==> src/rtl/gpio_bank_if.sv <==
// Register-bus bundle for the GPIO bank: CS/WE request side from the bus
// master, registered read data and its valid pulse back from the bank.
interface gpio_bank_if #(
    parameter int WIDTH = 8
);
    logic             CS;
    logic             WE;
    logic [2:0]       Addr;
    logic [WIDTH-1:0] WData;
    logic [WIDTH-1:0] RData;
    logic             RValid;

    modport master (
        output CS, WE, Addr, WData,
        input  RData, RValid
    );

    modport slave (
        input  CS, WE, Addr, WData,
        output RData, RValid
    );
endinterface

==> src/rtl/gpio_bank.sv <==
// GPIO bank: per-pin direction, atomic set/clear, synchronised input readback
// and per-pin edge interrupts with sticky write-1-to-clear status.
module gpio_bank #(
    parameter int WIDTH       = 8,
    parameter int SYNC_STAGES = 2
) (
    input  logic             CLK,
    input  logic             RST,
    gpio_bank_if.slave       bus,
    input  logic [WIDTH-1:0] PIN_IN,
    output logic [WIDTH-1:0] PIN_OUT,
    output logic [WIDTH-1:0] PIN_OE,
    output logic             IRQ
);
    localparam int PRIME_MAX = SYNC_STAGES + 1;
    localparam int CNT_W     = $clog2(PRIME_MAX + 1);
    localparam logic [CNT_W-1:0] PRIME_DONE = CNT_W'(PRIME_MAX);

    localparam logic [2:0] A_OUT    = 3'd0;
    localparam logic [2:0] A_DIR    = 3'd1;
    localparam logic [2:0] A_IN     = 3'd2;
    localparam logic [2:0] A_IRQ_EN = 3'd3;
    localparam logic [2:0] A_EDGE   = 3'd4;
    localparam logic [2:0] A_STATUS = 3'd5;
    localparam logic [2:0] A_SET    = 3'd6;
    localparam logic [2:0] A_CLR    = 3'd7;

    logic [WIDTH-1:0] out_reg;
    logic [WIDTH-1:0] dir_reg;
    logic [WIDTH-1:0] irq_en;
    logic [WIDTH-1:0] edge_sel;
    logic [WIDTH-1:0] status;
    logic [WIDTH-1:0] sync_p [SYNC_STAGES];
    logic [WIDTH-1:0] prev_p;
    logic [CNT_W-1:0] prime_cnt;

    logic             primed;
    logic             wr;
    logic             rd;
    logic [WIDTH-1:0] sync_val;
    logic [WIDTH-1:0] rise;
    logic [WIDTH-1:0] fall;
    logic [WIDTH-1:0] edge_hit;
    logic [WIDTH-1:0] w1c;
    logic [WIDTH-1:0] status_next;
    logic [WIDTH-1:0] out_next;
    logic [WIDTH-1:0] read_val;

    function automatic logic [CNT_W-1:0] sat_inc(input logic [CNT_W-1:0] v);
        return (v == PRIME_DONE) ? v : v + CNT_W'(1);
    endfunction

    assign wr     = bus.CS & bus.WE;
    assign rd     = bus.CS & ~bus.WE;
    assign primed = (prime_cnt == PRIME_DONE);

    always_comb begin
        sync_val = sync_p[SYNC_STAGES-1];
        rise     = sync_val & ~prev_p;
        fall     = ~sync_val & prev_p;
        // Output-driven pins and the post-reset fill window never record edges.
        edge_hit = primed ? (((rise & edge_sel) | (fall & ~edge_sel)) & ~dir_reg) : '0;

        // Set has priority over a same-cycle W1C of the same bit.
        w1c         = (wr && bus.Addr == A_STATUS) ? bus.WData : '0;
        status_next = (status & ~w1c) | edge_hit;

        out_next = out_reg;
        if (wr) begin
            case (bus.Addr)
                A_OUT:   out_next = bus.WData;
                A_SET:   out_next = out_reg | bus.WData;
                A_CLR:   out_next = out_reg & ~bus.WData;
                default: out_next = out_reg;
            endcase
        end

        case (bus.Addr)
            A_OUT:    read_val = out_reg;
            A_DIR:    read_val = dir_reg;
            A_IN:     read_val = sync_val;
            A_IRQ_EN: read_val = irq_en;
            A_EDGE:   read_val = edge_sel;
            A_STATUS: read_val = status;
            default:  read_val = '0;
        endcase
    end

    always_ff @(posedge CLK or negedge RST) begin
        if (!RST) begin
            out_reg    <= '0;
            dir_reg    <= '0;
            irq_en     <= '0;
            edge_sel   <= '0;
            status     <= '0;
            prev_p     <= '0;
            prime_cnt  <= '0;
            for (int i = 0; i < SYNC_STAGES; i++) sync_p[i] <= '0;
            bus.RData  <= '0;
            bus.RValid <= 1'b0;
        end else begin
            // Input synchroniser, then the previous-sample stage for edge detection.
            sync_p[0] <= PIN_IN;
            for (int i = 1; i < SYNC_STAGES; i++) sync_p[i] <= sync_p[i-1];
            prev_p    <= sync_val;
            prime_cnt <= sat_inc(prime_cnt);

            out_reg <= out_next;
            status  <= status_next;
            if (wr && bus.Addr == A_DIR)    dir_reg  <= bus.WData;
            if (wr && bus.Addr == A_IRQ_EN) irq_en   <= bus.WData;
            if (wr && bus.Addr == A_EDGE)   edge_sel <= bus.WData;

            // Read response stage: data holds between reads.
            bus.RValid <= rd;
            if (rd) bus.RData <= read_val;
        end
    end

    assign PIN_OUT = out_reg;
    assign PIN_OE  = dir_reg;
    assign IRQ     = |(status & irq_en);

endmodule
==> src/flat_wrapper.sv <==
// flat-port wrapper written by rule: the top's interface ports become plain ports
module gpio_bank_flat 
#(
    parameter int WIDTH       = 8,
    parameter int SYNC_STAGES = 2
)
  (CLK, RST, PIN_IN, PIN_OUT, PIN_OE, IRQ, bus_CS, bus_WE, bus_Addr, bus_WData, bus_RData, bus_RValid);
  gpio_bank_if #(.WIDTH(WIDTH)) bus_i ();
  input  logic CLK;
  input  logic RST;
  input  logic [WIDTH-1:0] PIN_IN;
  output logic [WIDTH-1:0] PIN_OUT;
  output logic [WIDTH-1:0] PIN_OE;
  output logic IRQ;
  input wire logic [$bits(bus_i.CS)-1:0] bus_CS;
  input wire logic [$bits(bus_i.WE)-1:0] bus_WE;
  input wire logic [$bits(bus_i.Addr)-1:0] bus_Addr;
  input wire logic [$bits(bus_i.WData)-1:0] bus_WData;
  output wire logic [$bits(bus_i.RData)-1:0] bus_RData;
  output wire logic [$bits(bus_i.RValid)-1:0] bus_RValid;
  assign bus_i.CS = bus_CS;
  assign bus_i.WE = bus_WE;
  assign bus_i.Addr = bus_Addr;
  assign bus_i.WData = bus_WData;
  assign bus_RData = bus_i.RData;
  assign bus_RValid = bus_i.RValid;
  gpio_bank #(.WIDTH(WIDTH), .SYNC_STAGES(SYNC_STAGES)) u_core (.CLK(CLK), .RST(RST), .bus(bus_i), .PIN_IN(PIN_IN), .PIN_OUT(PIN_OUT), .PIN_OE(PIN_OE), .IRQ(IRQ));
endmodule
==> config.mk <==
export PLATFORM = sky130hd
export DESIGN_NAME = gpio_bank_flat
export DESIGN_NICKNAME = d
export VERILOG_FILES = /design/src/rtl/gpio_bank_if.sv /design/src/rtl/gpio_bank.sv /design/src/flat_wrapper.sv
export SDC_FILE = /design/constraint.sdc
export NUM_CORES = 1
export LEC_CHECK = 0
export ABC_AREA = 1
export CAP_MARGIN = 20
export CORE_MARGIN = 2
export CORE_UTILIZATION = 58
export CTS_BUF_LIST = sky130_fd_sc_hd__clkbuf_8 sky130_fd_sc_hd__clkbuf_16
export DETAILED_ROUTE_END_ITERATION = 10
export HOLD_SLACK_MARGIN = 0.02
export PLACE_DENSITY = 0.95
export SYNTH_ARGS = -nofsm -noshare
export SYNTH_HDL_FRONTEND = slang
export SYNTH_SLANG_ARGS = --single-unit
export TNS_END_PERCENT = 5
==> constraint.sdc <==
create_clock -name CLK -period 2.2 [get_ports CLK]
set_input_delay 0.55 -clock CLK [delete_from_list [all_inputs] [get_ports CLK]]
set_output_delay 0.55 -clock CLK [all_outputs]
set_load 0.01 [all_outputs]
==> out/qor.csv, run 1 <==
stage,metric,value,unit
status,status,completed,
pwr,total_leakage_power,1.93,nW
yosys,seq_cells_post_synth,75,
critical_path,r2r_setup_slack,0.83,ns
clocking,clock_sink_count,75,
drt,postRouteAntennaNets,0,
yosys,synth.area.top_cells,"sky130_fd_sc_hd__dfrtp_1, sky130_fd_sc_hd__nand2_1, sky130_fd_sc_hd__o21ai_0",
critical_path,crit_slowest_cell,sky130_fd_sc_hd__dfrtp_1,
pwr,max-vdd-ir-drop,0.516,mV
critical_path,setup.worst_path.end_class,primary output,
place,place.port_buffers,48,
die,full_die_area,0.00644,mm2
drt,drt-pass1-iter-count,5,
cells_and_area,drive_gt1_frac,0.104,
critical_path,arrival,1.55,ns
yosys,syn_area_per_cell,8.94,um2
yosys,yosysTopAreaCell,sky130_fd_sc_hd__dfrtp_1,
clocking,cts.htree.levels,3,
die,fp.coreArea,0.00557,mm2
yosys,yosys.cell_types.count,28,
cells_and_area,area_growth_syn_to_layout,22.3,%
pwr,finalPower,3.27,mW
critical_path,crit_path_frequent_cell,sky130_fd_sc_hd__nand2_1,
critical_path,crit_path_max_fanout,3,
clocking,clk_pin_slew,0.07,ns
yosys,post-synth-top-area-fraction,0.557,
min_path,hold_path.class,in2async,
die,initial_core_util,0.605,
yosys,yosys_warnings,0,
die,die-width,80.2,um
critical_path,crit_required,1.65,ns
critical_path,worstSetupEndpoint,IRQ,
drt,num_vias,2933,
drt,wire_per_inst,16.3,um
yosys,yosysSeqAreaShare,0.557,
sta,final.period_utilization,0.954,
global_route,grt_max_degree,39,
critical_path,critical_path.reg2reg.endpoint,u_core.prime_cnt[1],
sta,slew_violations,0,
clocking,max-clock-path-buffers,2,
global_route,grtUsageTotal,0.282,
global_route,gr-max-usage-layer,met2,
sta,timing.fmax,476,MHz
cells_and_area,finish.net_count,454,
place,dpl.hpwl,5750,um
die,rows,27,
drt,drc,0,
drt,routed_vias_inst,5.81,
critical_path,cp_slowest_stage_delay,0.40,ns
yosys,post_syn_nets,401,
critical_path,crit_path_cell_trace,"nand2_1, nand2_1, a221oi_1, nand2_1, dlygate4sd2_1",
critical_path,timing.setup.critical_path_class,reg2out,
sta,hold_violation_total_from_the_final_report,0,
run,maxCapViolCount,0,
critical_path,startpoint_of_the_worst_setup_timing_path,u_core.irq_en[1],
drt,dr.first_iter.drc_count,254,
cells_and_area,most_common_cell_after_layout_fill_and_taps_aside,sky130_fd_sc_hd__nand2_1,
global_route,vias_in_the_first_global_route,2812,
place,gp_routability_congestion,0.936,
critical_path,worstReg2RegStart,u_core.prime_cnt[0],
yosys,mappedNetlistArea,0.00337,mm2
sta,grt_setup_unrepaired,no,
sta,timing.clock.skew,0.0113,ns
clocking,cts-buffers-inserted,9,
global_route,grt_use_met1,0.356,
sta,report.final.setup_viol,0,
cells_and_area,final_cell_mix,"sky130_fd_sc_hd__nand2_1, sky130_fd_sc_hd__dfrtp_1, sky130_fd_sc_hd__clkdlybuf4s50_1",
die,floorplan.die.height,80.2,um
sta,period_minus_slack,2.10,ns
pwr,p_per_area,792,mW/mm2
sta,worstMarginPinSlew,0.518,ns
global_route,grt_antenna_before_repair,0,
drt,postRouteWirelength,8210,um
cells_and_area,fillCellCount,397,
clocking,cts_root_buf,sky130_fd_sc_hd__clkbuf_8,
global_route,grt.met2_usage,0.457,
cells_and_area,num_antenna_cells,0,
global_route,global_route_wire_length_before_repair,13500,um
global_route,grt_use_met3,0.0483,
sta,max-slew-margin-rel,0.655,
global_route,grt_remaining_overflow,0,
sta,setup_tns,0,ns
yosys,post_synth_inst_count,377,
die,design.portCount,49,
clocking,cts_tree,yes,
critical_path,ff2ff_path_depth,2,
clocking,clkLatencyLatePin,0.36,ns
critical_path,worstSetupStartpointType,flop,
power breakdown:
part / switching, mW / total [mW] / internal, mW
Combinational: 0.342 / 0.683 / 0.341
Clock: 0.479 / 0.863 / 0.384
Sequential: 0.164 / 1.72 / 1.56
Total: 0.985 / 3.27 / 2.28
through the flow:
step | instances | setup WS, ns | utilization | cell area, um2 | hold slack, ns
floorplan | 377 | 0.805 | - | 3370 | 0.254
global placement | 491 | 0.0666 | 0.712 | 3970 | 0.333
detailed placement | 491 | 0.0217 | 0.712 | 3970 | 0.336
CTS | 505 | 0.0713 | 0.739 | 4120 | 0.174
global route | 505 | 0.0609 | 0.740 | 4120 | 0.199
finish | 505 | 0.101 | 0.740 | 4120 | 0.152
how the worst min path moves through the flow:
| stage | end | start | cells past startpoint | slack (ns) |
|---|---|---|---|---|
| detailed placement | u_core.sync_val[3] | u_core.sync_p[11] | 0 | 0.34 |
| finish | u_core.sync_p[8] | RST | 1 | 0.15 |
| floorplan | u_core.PIN_OE[0] | RST | 0 | 0.25 |
| global route | u_core.PIN_OE[3] | RST | 1 | 0.20 |
| CTS | u_core.sync_p[15] | RST | 1 | 0.17 |
| global placement | u_core.sync_val[6] | u_core.sync_p[14] | 0 | 0.33 |
critical path: cells and delay by family, from the launching register on:
family	cells	cell delay, ns
DFF	1	0.40
AOI/OAI and AO/OA	1	0.24
and+or+nand+nor	3	0.27
buffers and inverters	1	0.30
cells by family (layout without fill, tap and decap cells):
group	after synthesis	in the layout	share of synthesized area
DFF	75	75	0.557
and+or+nand+nor	191	191	0.258
xor gates and xnor gates	1	1	0.00260
buffers and inverters	41	97	0.0598
AOI/OAI and AO/OA	67	67	0.116
muxes	1	1	0.00334
adders and majority gates	1	1	0.00371
state kept, by name, indices dropped and copies added, names as in the netlist:
name / count
u_core.prev_p: 8
u_core.irq_en: 8
u_core.prime_cnt: 2
u_core.PIN_OUT: 8
u_core.sync_val: 8
u_core.PIN_OE: 8
u_core.status: 8
u_core.edge_sel: 8
u_core.bus.RValid: 1
u_core.bus.RData: 8
u_core.sync_p: 8
synth_stat cells, drive strengths merged:
cell     n
nor2    48
nand4   24
inv     24
mux2     1
xnor2    1
buf     13
clkbuf   3
ha       1
nand3b   1
o211ai   7
dfrtp   75
clkinv   1
a221oi   2
nand3   20
o21ai   49
a21oi    9
nand2   98
cell type report:
type,count,area (um2),area share
flip-flops and latches,75,1880,0.455
multi-input cells,261,1300,0.315
repair buffers,58,614,0.149
clock buffers,9,124,0.0300
inverters,25,95.1,0.0231
well taps,72,90.1,0.0218
clock inverters,5,25.0,0.00607
timing repair:
action / 4_1_cts / 5_1_grt
pin swaps: 0 / 0
setup endpoints to repair: 1 / 1
gates resized for setup: 1 / 1
setup buffers: 0 / 0
hold buffers: 0 / 0
layer usage:
layer / part of all wire / vias up
met5: 0 / -
li1: - / 1362
met1: 0.41 / 1406
met2: 0.50 / 139
met4: 0.035 / 0
met3: 0.062 / 26
Power figures use the tool's default switching activity.
==> run 2, diff against run 1 <==
Settings changed: CORE_ASPECT_RATIO from default to 1.2.
==> run 2 against run 1 <==
Critical path depth unchanged. Die area about the same. Final area increased by 1.0%. Largest cell class unchanged. Routed wire length increased by 4.9%. Critical endpoint unchanged.
==> out/qor.csv, run 2 (synthesis gave the netlist of run 1 again) <==
stage,metric,value,unit
global_route,vias_in_the_first_global_route,2694,
clocking,cts_root_buf,sky130_fd_sc_hd__clkbuf_8,
drt,dr.first_iter.drc_count,291,
drt,drc,0,
drt,routed_vias_inst,5.88,
sta,max-slew-margin-rel,0.676,
status,status,completed,
critical_path,r2r_setup_slack,0.86,ns
clocking,clkLatencyLatePin,0.36,ns
sta,period_minus_slack,2.12,ns
pwr,total_leakage_power,1.96,nW
drt,postRouteWirelength,8620,um
sta,worstMarginPinSlew,0.486,ns
die,floorplan.die.height,87.5,um
sta,report.final.setup_viol,0,
sta,hold_violation_total_from_the_final_report,0,
sta,slew_violations,0,
die,full_die_area,0.00644,mm2
cells_and_area,area_growth_syn_to_layout,23.6,%
place,dpl.hpwl,6170,um
drt,postRouteAntennaNets,0,
global_route,grtUsageTotal,0.288,
global_route,grt_antenna_before_repair,0,
cells_and_area,num_antenna_cells,0,
critical_path,crit_path_max_fanout,3,
die,initial_core_util,0.599,
critical_path,crit_path_cell_trace,"nand2_1, nand2_1, a221oi_2, nand2_1, dlygate4sd2_1",
cells_and_area,finish.net_count,457,
critical_path,critical_path.reg2reg.endpoint,u_core.prime_cnt[1],
cells_and_area,final_cell_mix,"sky130_fd_sc_hd__nand2_1, sky130_fd_sc_hd__dfrtp_1, sky130_fd_sc_hd__clkdlybuf4s50_1",
clocking,cts-buffers-inserted,9,
clocking,cts.htree.levels,3,
clocking,cts_tree,yes,
die,die-width,73.6,um
drt,wire_per_inst,17.2,um
clocking,clock_sink_count,75,
run,maxCapViolCount,0,
critical_path,crit_required,1.65,ns
critical_path,arrival,1.57,ns
min_path,hold_path.class,in2async,
critical_path,ff2ff_path_depth,2,
sta,grt_setup_unrepaired,no,
critical_path,timing.setup.critical_path_class,reg2out,
pwr,finalPower,3.51,mW
global_route,global_route_wire_length_before_repair,13500,um
clocking,max-clock-path-buffers,2,
die,rows,30,
critical_path,crit_path_frequent_cell,sky130_fd_sc_hd__nand2_1,
critical_path,startpoint_of_the_worst_setup_timing_path,u_core.status[0],
pwr,max-vdd-ir-drop,0.783,mV
sta,final.period_utilization,0.963,
sta,timing.clock.skew,0.00835,ns
critical_path,critical-path-top-delay-family,flip-flops,
cells_and_area,final_util,0.740,
cells_and_area,most_common_cell_after_layout_fill_and_taps_aside,sky130_fd_sc_hd__nand2_1,
critical_path,cp_slowest_stage_delay,0.42,ns
sta,timing.fmax,472,MHz
critical_path,setup.worst_path.end_class,primary output,
critical_path,crit_slowest_cell,sky130_fd_sc_hd__dfrtp_1,
clocking,cts_hold_bufs,0,
critical_path,cp_depth,5,
critical_path,cp.buffers_inverters,1,
critical_path,worstSetupStartpointType,flop,
place,place.port_buffers,48,
place,gp_routability_congestion,0.946,
pwr,p_per_area,842,mW/mm2
critical_path,worstReg2RegStart,u_core.prime_cnt[0],
critical_path,worstSetupEndpoint,IRQ,
cells_and_area,drive_gt1_frac,0.116,
die,fp.coreArea,0.00563,mm2
die,design.portCount,49,
clocking,clk_pin_slew,0.08,ns
drt,num_vias,2954,
drt,drt-pass1-iter-count,5,
global_route,grt_remaining_overflow,0,
global_route,grt_max_degree,47,
[run 2: cell types whose count changed in the layout (fill, tap and decap cells not counted), sizes merged]
cell,previous run,this run
bufinv,0,1
clkinv,3,4
buf,11,14
clkinvlp,1,0
clkbuf,9,10
[run 2: per-stage QoR]
step	hold slack (ns)	setup TNS, ns	cell area [um2]	setup slack, ns	cells
final	0.108	0	4170	0.0806	502
after global routing	0.137	0	4170	0.0506	502
after global placement	0.332	0	3960	0.120	486
after detailed placement	0.338	-0.0244	3960	-0.0244	486
after floorplan	0.254	0	3370	0.805	377
after CTS	0.121	0	4170	0.129	502
[run 2: final cells by class]
class | instances | area, um2
fill | 419 | 1470
timing repair buffer | 61 | 612
multi-input combinational | 261 | 1300
sequential | 75 | 1880
clock buffer | 10 | 138
tap | 64 | 80.1
clock inverter | 6 | 65.1
inverter | 25 | 95.1
[run 2: timing repair]
action / 4_1_cts / 5_1_grt
resized for setup: 2 / 0
buffers inserted: 0 / 0
endpoints found under the setup margin: 1 / 0
hold endpoints to repair: 0 / 0
[run 2: how the worst min path moves through the flow]
stage / start / endpoint
2_1_floorplan: RST / u_core.PIN_OE[0]
6_report: RST / u_core.sync_p[13]
3_3_place_gp: u_core.sync_p[13] / u_core.sync_val[5]
5_1_grt: RST / u_core.sync_p[13]
3_5_place_dp: u_core.sync_p[12] / u_core.sync_val[4]
4_1_cts: RST / u_core.sync_p[13]
[run 2: metal layers]
metal | part of all wire | GRT usage
met1 | 0.41 | 0.381
met2 | 0.49 | 0.452
met3 | 0.062 | 0.0498
met4 | 0.033 | 0.154
met5 | 0 | 0
[run 2: where the power goes]
part	switching (mW)	internal [mW]	leakage [nW]
clock network	0.539	0.557	0.108
logic	0.349	0.340	0.974
registers	0.168	1.55	0.880
==> run 3, diff against run 2 <==
Settings changed: CORE_UTILIZATION 58 to 49, PLACE_DENSITY 0.95 to 0.87.
Clock period 2.2 ns to 1.7 ns, I/O delays scaled along.
==> run 3 against run 2 <==
The flow now finishes with violations (setup timing). Routed wire length up 4.6%. Setup slack got worse by 0.17 ns. Non-clock buffer count grew 32. Count of clock-buffer cells in the layout is 1 lower. Die area is 17% higher. Critical path depth stayed put. Via count up 3.7%. Final area rose by 7.2%. Sequential share of layout area is 3.0 points lower. Sequential power up 29%. Combinational power up 36%. Critical path type unchanged. Highest routed layer unchanged.
==> out/qor.csv, run 3 (synthesis gave the netlist of run 1 again) <==
stage,metric,value,unit
drt,drc,0,
drt,routed_vias_inst,5.50,
cells_and_area,finish.net_count,489,
sta,worstMarginPinSlew,0.505,ns
sta,report.final.setup_viol,1,
drt,drt-pass1-iter-count,4,
critical_path,timing.setup.critical_path_class,reg2out,
critical_path,setup.worst_path.end_class,primary output,
cells_and_area,final_cell_mix,"sky130_fd_sc_hd__nand2_1, sky130_fd_sc_hd__dfrtp_1, sky130_fd_sc_hd__nor2_1",
cells_and_area,num_antenna_cells,0,
global_route,grt_antenna_before_repair,0,
clocking,cts_root_buf,sky130_fd_sc_hd__clkbuf_8,
critical_path,r2r_setup_slack,0.34,ns
pwr,max-vdd-ir-drop,0.617,mV
clocking,clk_pin_slew,0.08,ns
cells_and_area,most_common_cell_after_layout_fill_and_taps_aside,sky130_fd_sc_hd__nand2_1,
critical_path,critical-path-top-delay-family,flip-flops,
pwr,total_leakage_power,2.22,nW
place,dpl.hpwl,6470,um
critical_path,cp.buffers_inverters,1,
sta,period_minus_slack,1.79,ns
pwr,p_per_area,1040,mW/mm2
min_path,hold_path.class,reg2reg,
die,rows,33,
status,status,"complete, but fails checks",
sta,hold_violation_total_from_the_final_report,0,
sta,timing.fmax,558,MHz
critical_path,worstSetupStartpointType,flop,
critical_path,ff2ff_path_depth,2,
die,fp.coreArea,0.00673,mm2
critical_path,arrival,1.37,ns
critical_path,critical_path.reg2reg.endpoint,u_core.prime_cnt[1],
clocking,cts.htree.levels,3,
critical_path,crit_path_max_fanout,2,
clocking,cts_tree,yes,
sta,timing.clock.skew,0.0167,ns
critical_path,crit_slowest_cell,sky130_fd_sc_hd__dfrtp_1,
global_route,grtUsageTotal,0.263,
clocking,clkLatencyLatePin,0.36,ns
die,die-width,79.7,um
global_route,global_route_wire_length_before_repair,14700,um
sta,slew_violations,0,
critical_path,worstSetupEndpoint,IRQ,
drt,wire_per_inst,16.2,um
status,violations,setup timing,
place,dp.cells,538,
critical_path,crit_path_cell_trace,"nand2_1, nand2_1, a221oi_2, nand2_1, buf_2",
cells_and_area,stdcell_count,557,
place,gp_routability_congestion,0.974,
critical_path,cp_depth,5,
drt,postRouteAntennaNets,0,
clocking,clock_sink_count,75,
critical_path,startpoint_of_the_worst_setup_timing_path,u_core.status[0],
clocking,max-clock-path-buffers,2,
die,floorplan.die.height,94.9,um
critical_path,cp_slowest_stage_delay,0.39,ns
run,maxCapViolCount,0,
drt,num_vias,3063,
critical_path,crit_path_frequent_cell,sky130_fd_sc_hd__nand2_1,
sta,max-slew-margin-rel,0.664,
global_route,vias_in_the_first_global_route,3035,
global_route,grt_max_degree,39,
sta,final.period_utilization,1.05,
die,initial_core_util,0.501,
die,full_die_area,0.00756,mm2
drt,dr.first_iter.drc_count,206,
cells_and_area,drive_gt1_frac,0.181,
critical_path,crit_required,1.27,ns
place,place.port_buffers,48,
sta,setup_tns,-0.0908,ns
clocking,cts-buffers-inserted,9,
sta,final.setup.worst_slack,-0.0908,ns
global_route,grt_remaining_overflow,0,
cells_and_area,final_util,0.663,
cells_and_area,area_growth_syn_to_layout,32.4,%
drt,postRouteWirelength,9010,um
sta,grt_setup_unrepaired,yes,
critical_path,worstReg2RegStart,u_core.prime_cnt[0],
die,design.portCount,49,
-- run 3: cell count changes in the layout (fill, tap and decap cells not counted), moves of 2 or more --
cell and change:
sky130_fd_sc_hd__buf_4 +29, sky130_fd_sc_hd__clkdlybuf4s50_1 -23, sky130_fd_sc_hd__dlygate4sd2_1 +18, sky130_fd_sc_hd__dlymetal6s2s_1 +4, sky130_fd_sc_hd__buf_12 +2, sky130_fd_sc_hd__clkinv_2 +2
-- run 3: area by class of cell --
cell class / instances / area (um2)
clock buffers: 9 / 124
flip-flops and latches: 75 / 1880
inverters: 25 / 95.1
fillers: 551 / 2270
repair buffers: 93 / 862
multi-input cells: 261 / 1310
well taps: 87 / 109
clock inverters: 7 / 92.6
-- run 3: repair_timing --
item                                    4_1_cts  5_1_grt
endpoints found under the setup margin       21        5
resized for setup                            25        4
setup buffers                                 1        1
hold endpoints to repair                     19        0
pin swaps                                     1        1
hold buffers                                  1        0
-- run 3: layer usage --
layer	vias up	routed length, um	GRT usage
met5	-	0	0
met4	0	318	0.132
met3	29	536	0.0516
met2	127	4520	0.445
met1	1473	3630	0.319
li1	1434	-	-
-- run 3: worst min path at each step --
stage / start / endpoint / slack, ns / depth (start not counted)
after CTS: u_core.sync_p[13] / u_core.sync_val[5] / 0.35 / 0
after global placement: RST / u_core.sync_p[8] / 0.32 / 1
after global routing: u_core.sync_p[13] / u_core.sync_val[5] / 0.35 / 0
after detailed placement: RST / u_core.sync_p[8] / 0.33 / 1
final: u_core.sync_p[13] / u_core.sync_val[5] / 0.34 / 0
after floorplan: RST / u_core.PIN_OE[0] / 0.13 / 0
-- run 3: per-stage QoR --
| step | area, um2 | total power [mW] | hold WS (ns) | worst slack (ns) |
|---|---|---|---|---|
| finish | 4460 | 4.65 | 0.345 | -0.0908 |
| global route | 4460 | 4.88 | 0.346 | -0.151 |
| CTS | 4450 | 4.67 | 0.347 | -0.0853 |
| detailed placement | 4230 | 3.23 | 0.325 | -0.186 |
| global placement | 4230 | 3.20 | 0.324 | -0.131 |
| floorplan | 3370 | 2.63 | 0.129 | 0.430 |
-- run 3: power breakdown --
part	internal, mW	switching [mW]	leakage [nW]
combinational	0.456	0.479	1.23
clock	0.823	0.670	0.113
sequential	2.01	0.209	0.880
